<file path="config.mk">
export PLATFORM = sky130hd
export DESIGN_NAME = pipe_stage_reg
export DESIGN_NICKNAME = d
export VERILOG_FILES = /design/src/rtl/pipe_stage_reg_pkg.sv /design/src/rtl/pipe_stage_reg_slice.sv /design/src/rtl/pipe_stage_reg.sv
export SDC_FILE = /design/constraint.sdc
export NUM_CORES = 1
export LEC_CHECK = 0
export CORE_ASPECT_RATIO = 1.75
export CORE_UTILIZATION = 38
export DETAILED_ROUTE_END_ITERATION = 10
export PLACE_DENSITY_LB_ADDON = 0.3
export SETUP_SLACK_MARGIN = 0.15
export SYNTH_ARGS = -nofsm -noshare
export SYNTH_HDL_FRONTEND = slang
export SYNTH_SLANG_ARGS = --single-unit
</file>
<file path="constraint.sdc">
create_clock -name clk -period 3.8 [get_ports clk]
set_clock_uncertainty 0.15 [all_clocks]
set_input_delay 0.76 -clock clk [delete_from_list [all_inputs] [get_ports clk]]
set_output_delay 0.76 -clock clk [all_outputs]
set_load 0.02 [all_outputs]
</file>
<file path="src/rtl/pipe_stage_reg_pkg.sv">
// pipe_pkg: shared widths, depth limit and the control-field layout
// carried by pipe_stage_reg through the in-order core's pipeline stages.
package pipe_pkg;

  localparam int PIPE_DEPTH_MAX = 4;
  localparam int PIPE_DATA_W    = 64;
  localparam int PIPE_CTRL_W    = 16;
  localparam int PIPE_CNT_W     = 32;

  // Control field decoded once in ID and carried downstream.
  typedef struct packed {
    logic [4:0] op;
    logic [2:0] f3;
    logic [4:0] rd;
    logic       use_rs1;
    logic       use_rs2;
    logic       use_rd;
  } stage_ctrl_t;

  localparam int STAGE_CTRL_BITS = $bits(stage_ctrl_t);

endpackage

</file>
<file path="src/rtl/pipe_stage_reg_slice.sv">
// pipe_stage_slice: one valid/data/ctrl register of the stage chain.
// Priority is flush, then stall, then advance. The payload only loads
// when a real instruction arrives, so bubbles and flushes never toggle it.
module pipe_stage_slice
  import pipe_pkg::*;
#(
  parameter int DATA_W = PIPE_DATA_W,
  parameter int CTRL_W = PIPE_CTRL_W
) (
  input  logic              clk,
  input  logic              rst,
  input  logic              stall_i,
  input  logic              flush_i,
  input  logic              src_valid_i,
  input  logic [DATA_W-1:0] src_data_i,
  input  logic [CTRL_W-1:0] src_ctrl_i,
  output logic              valid_o,
  output logic [DATA_W-1:0] data_o,
  output logic [CTRL_W-1:0] ctrl_o
);

  logic              valid_q, valid_d;
  logic [DATA_W-1:0] data_q,  data_d;
  logic [CTRL_W-1:0] ctrl_q,  ctrl_d;

  // Next-state selection: kill, hold, or take the upstream slot.
  always_comb begin
    valid_d = valid_q;
    data_d  = data_q;
    ctrl_d  = ctrl_q;
    if (flush_i) begin
      valid_d = 1'b0;
      ctrl_d  = '0;
    end else if (!stall_i) begin
      valid_d = src_valid_i;
      ctrl_d  = src_valid_i ? src_ctrl_i : '0;
      if (src_valid_i) begin
        data_d = src_data_i;
      end
    end
  end

  // Slice registers with asynchronous clear.
  always_ff @(posedge clk or posedge rst) begin
    if (rst) begin
      valid_q <= 1'b0;
      data_q  <= '0;
      ctrl_q  <= '0;
    end else begin
      valid_q <= valid_d;
      data_q  <= data_d;
      ctrl_q  <= ctrl_d;
    end
  end

  assign valid_o = valid_q;
  assign data_o  = data_q;
  assign ctrl_o  = ctrl_q;

endmodule

</file>
<file path="src/rtl/pipe_stage_reg.sv">
// pipe_stage_reg: generic pipeline stage register, DEPTH chained slices
// (1..PIPE_DEPTH_MAX) honouring hazard-unit stall and flush.
// Build option PIPE_STAGE_STATS_EN adds saturating stall/bubble counters;
// without it the counter ports read 0 and cnt_clr is ignored.
module pipe_stage_reg
  import pipe_pkg::*;
#(
  parameter int DATA_W = PIPE_DATA_W,
  parameter int CTRL_W = PIPE_CTRL_W,
  parameter int DEPTH  = 1,
  parameter int CNT_W  = PIPE_CNT_W
) (
  input  logic              clk,
  input  logic              rst,
  input  logic              stall,
  input  logic              flush,
  input  logic              in_valid,
  input  logic [DATA_W-1:0] in_data,
  input  logic [CTRL_W-1:0] in_ctrl,
  output logic              out_valid,
  output logic [DATA_W-1:0] out_data,
  output logic [CTRL_W-1:0] out_ctrl,
  input  logic              cnt_clr,
  output logic [CNT_W-1:0]  stall_cnt,
  output logic [CNT_W-1:0]  bubble_cnt
);

  logic [DEPTH-1:0]  src_valid;
  logic [DATA_W-1:0] src_data [DEPTH];
  logic [CTRL_W-1:0] src_ctrl [DEPTH];
  logic [DEPTH-1:0]  slc_valid;
  logic [DATA_W-1:0] slc_data [DEPTH];
  logic [CTRL_W-1:0] slc_ctrl [DEPTH];

  assign src_valid[0] = in_valid;
  assign src_data[0]  = in_data;
  assign src_ctrl[0]  = in_ctrl;

  for (genvar i = 1; i < DEPTH; i++) begin : g_chain
    assign src_valid[i] = slc_valid[i-1];
    assign src_data[i]  = slc_data[i-1];
    assign src_ctrl[i]  = slc_ctrl[i-1];
  end

  for (genvar i = 0; i < DEPTH; i++) begin : g_slice
    pipe_stage_slice #(
      .DATA_W (DATA_W),
      .CTRL_W (CTRL_W)
    ) u_slice (
      .clk         (clk),
      .rst         (rst),
      .stall_i     (stall),
      .flush_i     (flush),
      .src_valid_i (src_valid[i]),
      .src_data_i  (src_data[i]),
      .src_ctrl_i  (src_ctrl[i]),
      .valid_o     (slc_valid[i]),
      .data_o      (slc_data[i]),
      .ctrl_o      (slc_ctrl[i])
    );
  end

  assign out_valid = slc_valid[DEPTH-1];
  assign out_data  = slc_data[DEPTH-1];
  assign out_ctrl  = slc_ctrl[DEPTH-1];

`ifdef PIPE_STAGE_STATS_EN
  localparam logic [CNT_W-1:0] CNT_ONE = CNT_W'(1);

  logic [CNT_W-1:0] stall_cnt_q,  stall_cnt_d;
  logic [CNT_W-1:0] bubble_cnt_q, bubble_cnt_d;

  // Counter update: clear wins, otherwise saturating increments.
  always_comb begin
    stall_cnt_d  = stall_cnt_q;
    bubble_cnt_d = bubble_cnt_q;
    if (cnt_clr) begin
      stall_cnt_d  = '0;
      bubble_cnt_d = '0;
    end else begin
      if (stall && !flush && (stall_cnt_q != '1)) begin
        stall_cnt_d = stall_cnt_q + CNT_ONE;
      end
      if (!stall && !out_valid && (bubble_cnt_q != '1)) begin
        bubble_cnt_d = bubble_cnt_q + CNT_ONE;
      end
    end
  end

  // Counter registers with asynchronous clear.
  always_ff @(posedge clk or posedge rst) begin
    if (rst) begin
      stall_cnt_q  <= '0;
      bubble_cnt_q <= '0;
    end else begin
      stall_cnt_q  <= stall_cnt_d;
      bubble_cnt_q <= bubble_cnt_d;
    end
  end

  assign stall_cnt  = stall_cnt_q;
  assign bubble_cnt = bubble_cnt_q;
`else
  logic unused_cnt_clr;

  assign unused_cnt_clr = cnt_clr;
  assign stall_cnt      = '0;
  assign bubble_cnt     = '0;
`endif

endmodule
</file>
== Yosys cells after proc, flatten, opt, wreduce, memory -nomap -nowiden ==
Index checks and enable logic that the tools add are counted.
Storage, ports and cells
  bits of input ports: 86
  logic and storage cells: 12
  output and inout bits: 145
  bits in registers: 81
Cells by class
  bitwise operators: 2
  eq/ne operators: 1
  mux-type cells: 5
  reduce and logical (&&, ||, !) cells: 1
Operators with widths (count)
  16-bit two-way mux: 3
  3-bit AND reduction: 1
  1-bit two-way mux: 2
  2-bit by 1-bit inequality test with 1-bit output, second input constant: 1
  1-bit NOT: 2

== Longest topological paths before layout ==
Gate-level depths: netlist of the first run.
  depth after elaboration: 3
  depth in mapped cells: 5
  depth with buffers taken out: 2

== Cells and area by module ==
From an unflattened synthesis of the first run, not the netlist that was laid out.
Second synthesis, totals
  cells, all modules: 276
  area, all modules: 3935.0 um^2
Modules (own cells, without submodules)
  pipe_stage_slice: area an instance 3450.8 um^2, seq. area each 2026.9 um^2, times used 1, cells each 211
  pipe_stage_reg: area an instance 484.2 um^2, seq. area each 0.0 um^2, times used 1, cells each 65

== Least setup slack after synthesis of the first run ==
No wires, ideal clock.
  kind: input-to-reg
  start point: input port flush
  end point: register g_slice[0].u_slice.data_q[0]
  setup slack: 1.826 ns
  arrival: 1.698 ns
  buffers on the path: 3
  required time: 3.525 ns
  library setup time: 0.125 ns
  cell stages on the path: 5
  cells stage by stage: buf_6 > nor3b_4 > buf_12 > buf_12 > mux2_4
Between the ends
  word-level cells in the longest chain between the ends: 2
RTL lines
  from (decl): RTL line pipe_stage_reg.sv:16  | input logic flush,
  1-bit NOT (no source line)
  3-bit AND reduction (no source line)
  to (signal assigned): RTL line pipe_stage_reg_slice.sv:51  | data_q <= data_d;
  to (decl): RTL line pipe_stage_reg_slice.sv:23  | logic [DATA_W-1:0] data_q, data_d;
No other way between the ends.
A chain may end at the register's enable or synchronous reset.

== Worst setup path after layout of the first run ==
  start point: input port in_valid
  end point: register g_slice[0].u_slice.data_q[13]
Between the ends
  word-level cells in the longest chain between the ends: 1
RTL lines
  from (decl): RTL line pipe_stage_reg.sv:17  | input logic in_valid,
  3-bit AND reduction (no source line)
No other way between the ends.

==> impl_metrics.env, run 1 <==
export IMPL_status="completed"
export IMPL_maxSlewHeadroom_pct=53.5
export IMPL_antenna_found_initial=0
export IMPL_required_ns=3.86
export IMPL_fin_crit_ns=2.62
export IMPL_die_h_um=137
export IMPL_critPathLaunchType="input port"
export IMPL_grt_max_degree=39
export IMPL_cts_made_buffers=9
export IMPL_vias=2502
export IMPL_drt_iter0_drc=54
export IMPL_yosysUniqueCellTypes=15
export IMPL_diodes=0
export IMPL_synth_area_sq_um=3940
export IMPL_fmax_mhz=381
export IMPL_initial_core_util_pct=39.5
export IMPL_grt_pass1_wl_mm=12.7
export IMPL_hold_viol_final=0
export IMPL_drc_errors=0
export IMPL_grt_pass1_vias=2465
export IMPL_synth_seq_area_share_pct=51.5
export IMPL_syn_avg_cell_area_sq_um=14.3
export IMPL_setup_tns_ns=0
export IMPL_setup_viol=0
export IMPL_final_nets=530
export IMPL_clkPwrFrac_pct=31.9
export IMPL_syn_to_final_growth_pct=44.5
export IMPL_switchingPower_uw=795
export IMPL_ir_drop_mv=0.254
export IMPL_die_w_um=78.9
export IMPL_p_comb_share_pct=30.5
export IMPL_worst_setup_path_type="in2reg"
export IMPL_die_area_sq_um=10800
export IMPL_cts_sinks=81
export IMPL_coreArea_sq_um=9970
export IMPL_gp_congestion=0.709
export IMPL_hold_path_class="reg2reg"
export IMPL_cts_buffer_depth=2
export IMPL_grt_usage_pct=15.5
export IMPL_cts_root_buf="clkbuf_16"
export IMPL_cts_tree="yes"
export IMPL_seqPwrFrac_pct=37.7
export IMPL_ys_ff_latch=81
export IMPL_crit_path_end_kind="register"
export IMPL_hold_buffers=0
export IMPL_report_final_slew_viol_count=0
export IMPL_swShare_pct=27.9
export IMPL_grt_overflow=0
export IMPL_clk_latency_ns=0.32
export IMPL_internal_power_mw=2.06
export IMPL_dp_hpwl_mm=6.05
export IMPL_via_per_inst=4.36
export IMPL_rows=48
export IMPL_cp_data_arrival_time_ns=2.68
export IMPL_ys_warn_count=0
export IMPL_syn_inst=276
export IMPL_rsz0062_at_grt="no"
export IMPL_p_per_area_nw_per_um2=501
export IMPL_finalCritPeriodShare_pct=69.1
export IMPL_max_cap_violations=0
export IMPL_wire_per_inst_um=14.7
export IMPL_worst_hold_slack_ns=0.358
export IMPL_clkTransAtPathRegs_ns=0.05
export IMPL_worstMarginPinSlew_ns=0.698
export IMPL_ant_nets=0
export IMPL_io_pins=231
export IMPL_final_core_util_pct=57.0
export IMPL_drive_gt1_share_pct=19.4
export IMPL_drtPass1Iterations=4
export IMPL_wl_mm=8.44
export IMPL_portBuffers=165
export IMPL_crit_fanout=38
export IMPL_leakagePower_nw=2.52
export IMPL_cts_repair_resized=0
export IMPL_post_cts_repair_setup_buffers=0
export IMPL_htree_levels=3
## placed cells by master (no fill, tap or decap)
| cell type | n |
|---|---|
| nor2_1 | 1 |
| mux2i_1 | 1 |
| mux2_4 | 60 |
| nand2_1 | 16 |
| nor3b_4 | 1 |
| nand3b_1 | 16 |
| dfrtp_1 | 81 |
| clkbuf_16 | 9 |
| clkdlybuf4s50_1 | 165 |
| conb_1 | 64 |
| bufinv_16 | 2 |
| clkinvlp_4 | 2 |
| a21oi_1 | 16 |
| buf_4 | 7 |
| mux2_2 | 4 |
| clkinv_2 | 2 |
| clkbuf_1 | 2 |
## final cells by class
cell class                      count  area [sq um]
Inverter                            1          5.00
Tap cell                          125           156
Multi-Input combinational cell    179          1480
Timing Repair Buffer              172          1700
Sequential cell                    81          2030
Fill cell                         872          4290
Clock buffer                       11           233
Clock inverter                      5          80.1
## cell usage after synthesis
master | instances | area (sq um)
dfrtp_1 | 81 | 2030
buf_4 | 64 | 480
mux2_4 | 60 | 901
a21oi_1 | 16 | 80.1
nand2_1 | 16 | 60.1
nand3b_1 | 16 | 120
buf_12 | 7 | 140
clkbuf_1 | 5 | 18.8
mux2_2 | 4 | 45.0
buf_6 | 2 | 22.5
conb_1 | 1 | 3.75
inv_1 | 1 | 3.75
mux2i_1 | 1 | 10.0
nor2_1 | 1 | 3.75
nor3b_4 | 1 | 18.8
## worst max-delay path, cell delays in order
cell and delay (ns):
clkdlybuf4s50_1 0.45, buf_4 0.22, nor3b_4 0.22, buf_4 0.59, mux2_2 0.41
## registers in the layout (all words and copies together), names as in the netlist
| name | cells |
|---|---|
| g_slice.u_slice.ctrl_o | 16 |
| g_slice.u_slice.valid_o | 1 |
| g_slice.u_slice.data_o | 64 |
## power groups by stage
stage	logic (mW)	registers (mW)	clock network, mW
floorplan	0.351	1.25	0
global placement	0.864	1.08	0
detailed placement	0.873	1.09	0
CTS	0.878	1.07	0.934
global route	0.912	1.09	0.971
finish	0.868	1.07	0.908
## worst paths after layout
check | startpoint | to | slack [ns] | depth (start not counted)
worst max register to register | g_slice[0].u_slice.data_o[54]$_DFFE_PP0P_ | g_slice[0].u_slice.data_o[54]$_DFFE_PP0P_ | 2.87 | 1
worst min register to register | g_slice[0].u_slice.data_o[6]$_DFFE_PP0P_ | g_slice[0].u_slice.data_o[6]$_DFFE_PP0P_ | 0.36 | 1
worst min-delay path | g_slice[0].u_slice.data_o[6]$_DFFE_PP0P_ | g_slice[0].u_slice.data_o[6]$_DFFE_PP0P_ | 0.36 | 1
max in group asynchronous | rst | g_slice[0].u_slice.data_o[6]$_DFFE_PP0P_ | 2.03 | 3
worst max-delay path | in_valid | g_slice[0].u_slice.data_o[13]$_DFFE_PP0P_ | 1.18 | 5
min in group asynchronous | rst | g_slice[0].u_slice.data_o[30]$_DFFE_PP0P_ | 0.68 | 2
## metal layers
layer	up-vias	GRT usage (%)	part of all wire, %
met3	11	4.40	8.0
met5	-	0	0
met2	148	27.1	53
met1	1209	17.7	37
li1	1134	-	-
met4	0	6.16	1.8
## stage by stage
| stage | worst slack (ns) | area (sq um) | std cells | power (mW) |
|---|---|---|---|---|
| final | 1.18 | 5680 | 574 | 2.85 |
| after global routing | 1.08 | 5680 | 574 | 2.97 |
| after CTS | 1.17 | 5680 | 574 | 2.89 |
| after detailed placement | 0.827 | 5370 | 558 | 1.96 |
| after global placement | 0.859 | 5370 | 558 | 1.94 |
| after floorplan | 0.810 | 4170 | 339 | 1.60 |
## kinds of logic after synthesis
family / count (synthesis) / share of synthesized area [%]
compound gates: 16 / 2.04
other cells: 1 / 0.0953
simple gates: 34 / 5.15
buf+inv: 79 / 16.9
mux: 65 / 24.3
flops: 81 / 51.5
No activity file was read; power rests on OpenSTA's default activity.
==> inputs of run 2 (changes only) <==
--- a/config.mk
+++ b/config.mk
@@ -6,7 +6,7 @@
 export NUM_CORES = 1
 export LEC_CHECK = 0
 export CORE_ASPECT_RATIO = 1.75
-export CORE_UTILIZATION = 38
+export CORE_UTILIZATION = 34
 export DETAILED_ROUTE_END_ITERATION = 10
 export PLACE_DENSITY_LB_ADDON = 0.3
 export SETUP_SLACK_MARGIN = 0.15
==> constraint.sdc (replaced) <==
create_clock -name clk -period 2.23 [get_ports clk]
set_clock_uncertainty 0.15 [all_clocks]
set_input_delay 0.446 -clock clk [delete_from_list [all_inputs] [get_ports clk]]
set_output_delay 0.446 -clock clk [all_outputs]
set_load 0.02 [all_outputs]
==> impl_metrics.env, run 2 (synthesis results as in run 1) <==
export IMPL_htree_levels=3
export IMPL_drtPass1Iterations=4
export IMPL_die_area_sq_um=12000
export IMPL_hold_viol_final=0
export IMPL_crit_slowest_cell="clkdlybuf4s50_1"
export IMPL_antenna_found_initial=0
export IMPL_via_per_inst=4.28
export IMPL_drive_gt1_share_pct=20.5
export IMPL_rsz0062_at_grt="no"
export IMPL_hold_path_class="in2async"
export IMPL_largest_register_ffs=64
export IMPL_multiInputGateArea_sq_um=1480
export IMPL_reg2reg_to="g_slice[0].u_slice.data_o[54]$_DFFE_PP0P_"
export IMPL_cp_top_family="buffers and inverters"
export IMPL_final_common_cell="clkdlybuf4s50_1"
export IMPL_cts_tree="yes"
export IMPL_path_cells="clkdlybuf4s50_1"
export IMPL_dp_hpwl_mm=6.33
export IMPL_post_cts_repair_setup_buffers=0
export IMPL_cts_made_buffers=9
export IMPL_setup_viol=0
export IMPL_vias=2504
export IMPL_critPathLaunchType="register"
export IMPL_dp_slack_ns=0.0602
export IMPL_io_pins=231
export IMPL_status="completed"
export IMPL_gp_congestion=0.701
export IMPL_p_per_area_nw_per_um2=834
export IMPL_ant_nets=0
export IMPL_cts_root_buf="clkbuf_16"
export IMPL_rows=51
export IMPL_cp_data_arrival_time_ns=1.32
export IMPL_rr_worst_depth=1
export IMPL_grt_usage_pct=14.1
export IMPL_setup_tns_ns=0
export IMPL_crit_fanout=2
export IMPL_worstReg2RegStart="g_slice[0].u_slice.data_o[54]$_DFFE_PP0P_"
export IMPL_setup_worst_path_end="out_data[18]"
export IMPL_final_nets=534
export IMPL_syn_to_final_growth_pct=47.5
export IMPL_grt_pass1_wl_mm=13.2
export IMPL_register_area_sq_um=2030
export IMPL_grt_overflow=0
export IMPL_cts_sinks=81
export IMPL_cpPeakStageDelay_ns=0.65
export IMPL_grt_max_degree=36
export IMPL_initial_core_util_pct=35.2
export IMPL_final_cell_mix="clkdlybuf4s50_1, dfrtp_1, conb_1"
export IMPL_wire_per_inst_um=14.5
export IMPL_worst_path_stages=1
export IMPL_report_final_slew_viol_count=0
export IMPL_die_w_um=83.3
export IMPL_reg2reg_slack_ns=1.30
export IMPL_drc_errors=0
export IMPL_ir_drop_mv=0.401
export IMPL_wl_mm=8.51
export IMPL_grt_pass1_vias=2507
export IMPL_clk_latency_ns=0.33
export IMPL_fmax_mhz=522
export IMPL_coreArea_sq_um=11200
export IMPL_cts_repair_resized=0
export IMPL_startpoint="g_slice[0].u_slice.data_o[18]$_DFFE_PP0P_"
export IMPL_finalCritPeriodShare_pct=85.9
export IMPL_worst_setup_path_type="reg2out"
export IMPL_path_buf_inv=1
export IMPL_fill_cells=984
export IMPL_required_ns=1.63
export IMPL_diodes=0
export IMPL_die_h_um=144
export IMPL_portBuffers=165
export IMPL_crit_path_end_kind="output pin"
export IMPL_hold_buffers=0
export IMPL_fin_crit_ns=1.92
export IMPL_cts_buffer_depth=2
export IMPL_max_cap_violations=0
export IMPL_drt_iter0_drc=83
export IMPL_setup_ws_ns=0.314
export IMPL_leakagePower_nw=2.57
export IMPL_clkTransAtPathRegs_ns=0.06
==> run 2: cell types whose count changed in the layout (fill, tap and decap cells not counted), sizes merged <==
cell and change:
bufinv -1, buf +4, clkinv +1
==> run 2: where the power goes <==
| group | internal (mW) | total, mW | switching, mW | leakage (nW) |
|---|---|---|---|---|
| Combinational | 0.835 | 1.50 | 0.663 | 1.43 |
| Sequential | 1.70 | 1.83 | 0.125 | 0.989 |
| Clock | 0.934 | 1.52 | 0.583 | 0.152 |
==> run 2: how the worst min path moves through the flow <==
stage	slack [ns]	cells after the start	start	endpoint
2_1_floorplan	0.44	1	in_data[0]	g_slice[0].u_slice.data_o[0]$_DFFE_PP0P_
3_3_place_gp	0.34	1	g_slice[0].u_slice.data_o[30]$_DFFE_PP0P_	g_slice[0].u_slice.data_o[30]$_DFFE_PP0P_
3_5_place_dp	0.34	1	g_slice[0].u_slice.data_o[21]$_DFFE_PP0P_	g_slice[0].u_slice.data_o[21]$_DFFE_PP0P_
4_1_cts	0.36	2	rst	g_slice[0].u_slice.data_o[60]$_DFFE_PP0P_
5_1_grt	0.37	1	g_slice[0].u_slice.data_o[43]$_DFFE_PP0P_	g_slice[0].u_slice.data_o[43]$_DFFE_PP0P_
6_report	0.35	2	rst	g_slice[0].u_slice.data_o[10]$_DFFE_PP0P_
==> run 2: layout make-up <==
cell class	count	share of cell area [%]
clock inverters	5	1.10
well taps	132	2.85
inverters	1	0.129
clock buffers	11	4.35
multi-input cells	179	25.5
repair buffers	176	31.2
flip-flops and latches	81	34.9
==> run 2: layer usage <==
metal / part of all wire [%] / global-route usage, % / up-vias / wire, um
li1: - / - / 1143 / -
met1: 36 / 15.6 / 1214 / 3060
met2: 55 / 25.2 / 140 / 4700
met3: 7.5 / 4.97 / 7 / 640
met4: 1.2 / 4.72 / 0 / 106
met5: 0 / 0 / - / 0
==> run 2: metrics by stage <==
step | hold slack (ns) | util (%) | total power, mW | instance area, sq um | instances
final | 0.352 | 52.0 | 4.84 | 5800 | 585
after global routing | 0.368 | 52.0 | 5.08 | 5800 | 585
after CTS | 0.359 | 52.0 | 4.91 | 5800 | 585
after detailed placement | 0.341 | 49.1 | 3.36 | 5490 | 569
after global placement | 0.340 | 49.1 | 3.34 | 5490 | 569
after floorplan | 0.444 | - | 2.73 | 4180 | 339
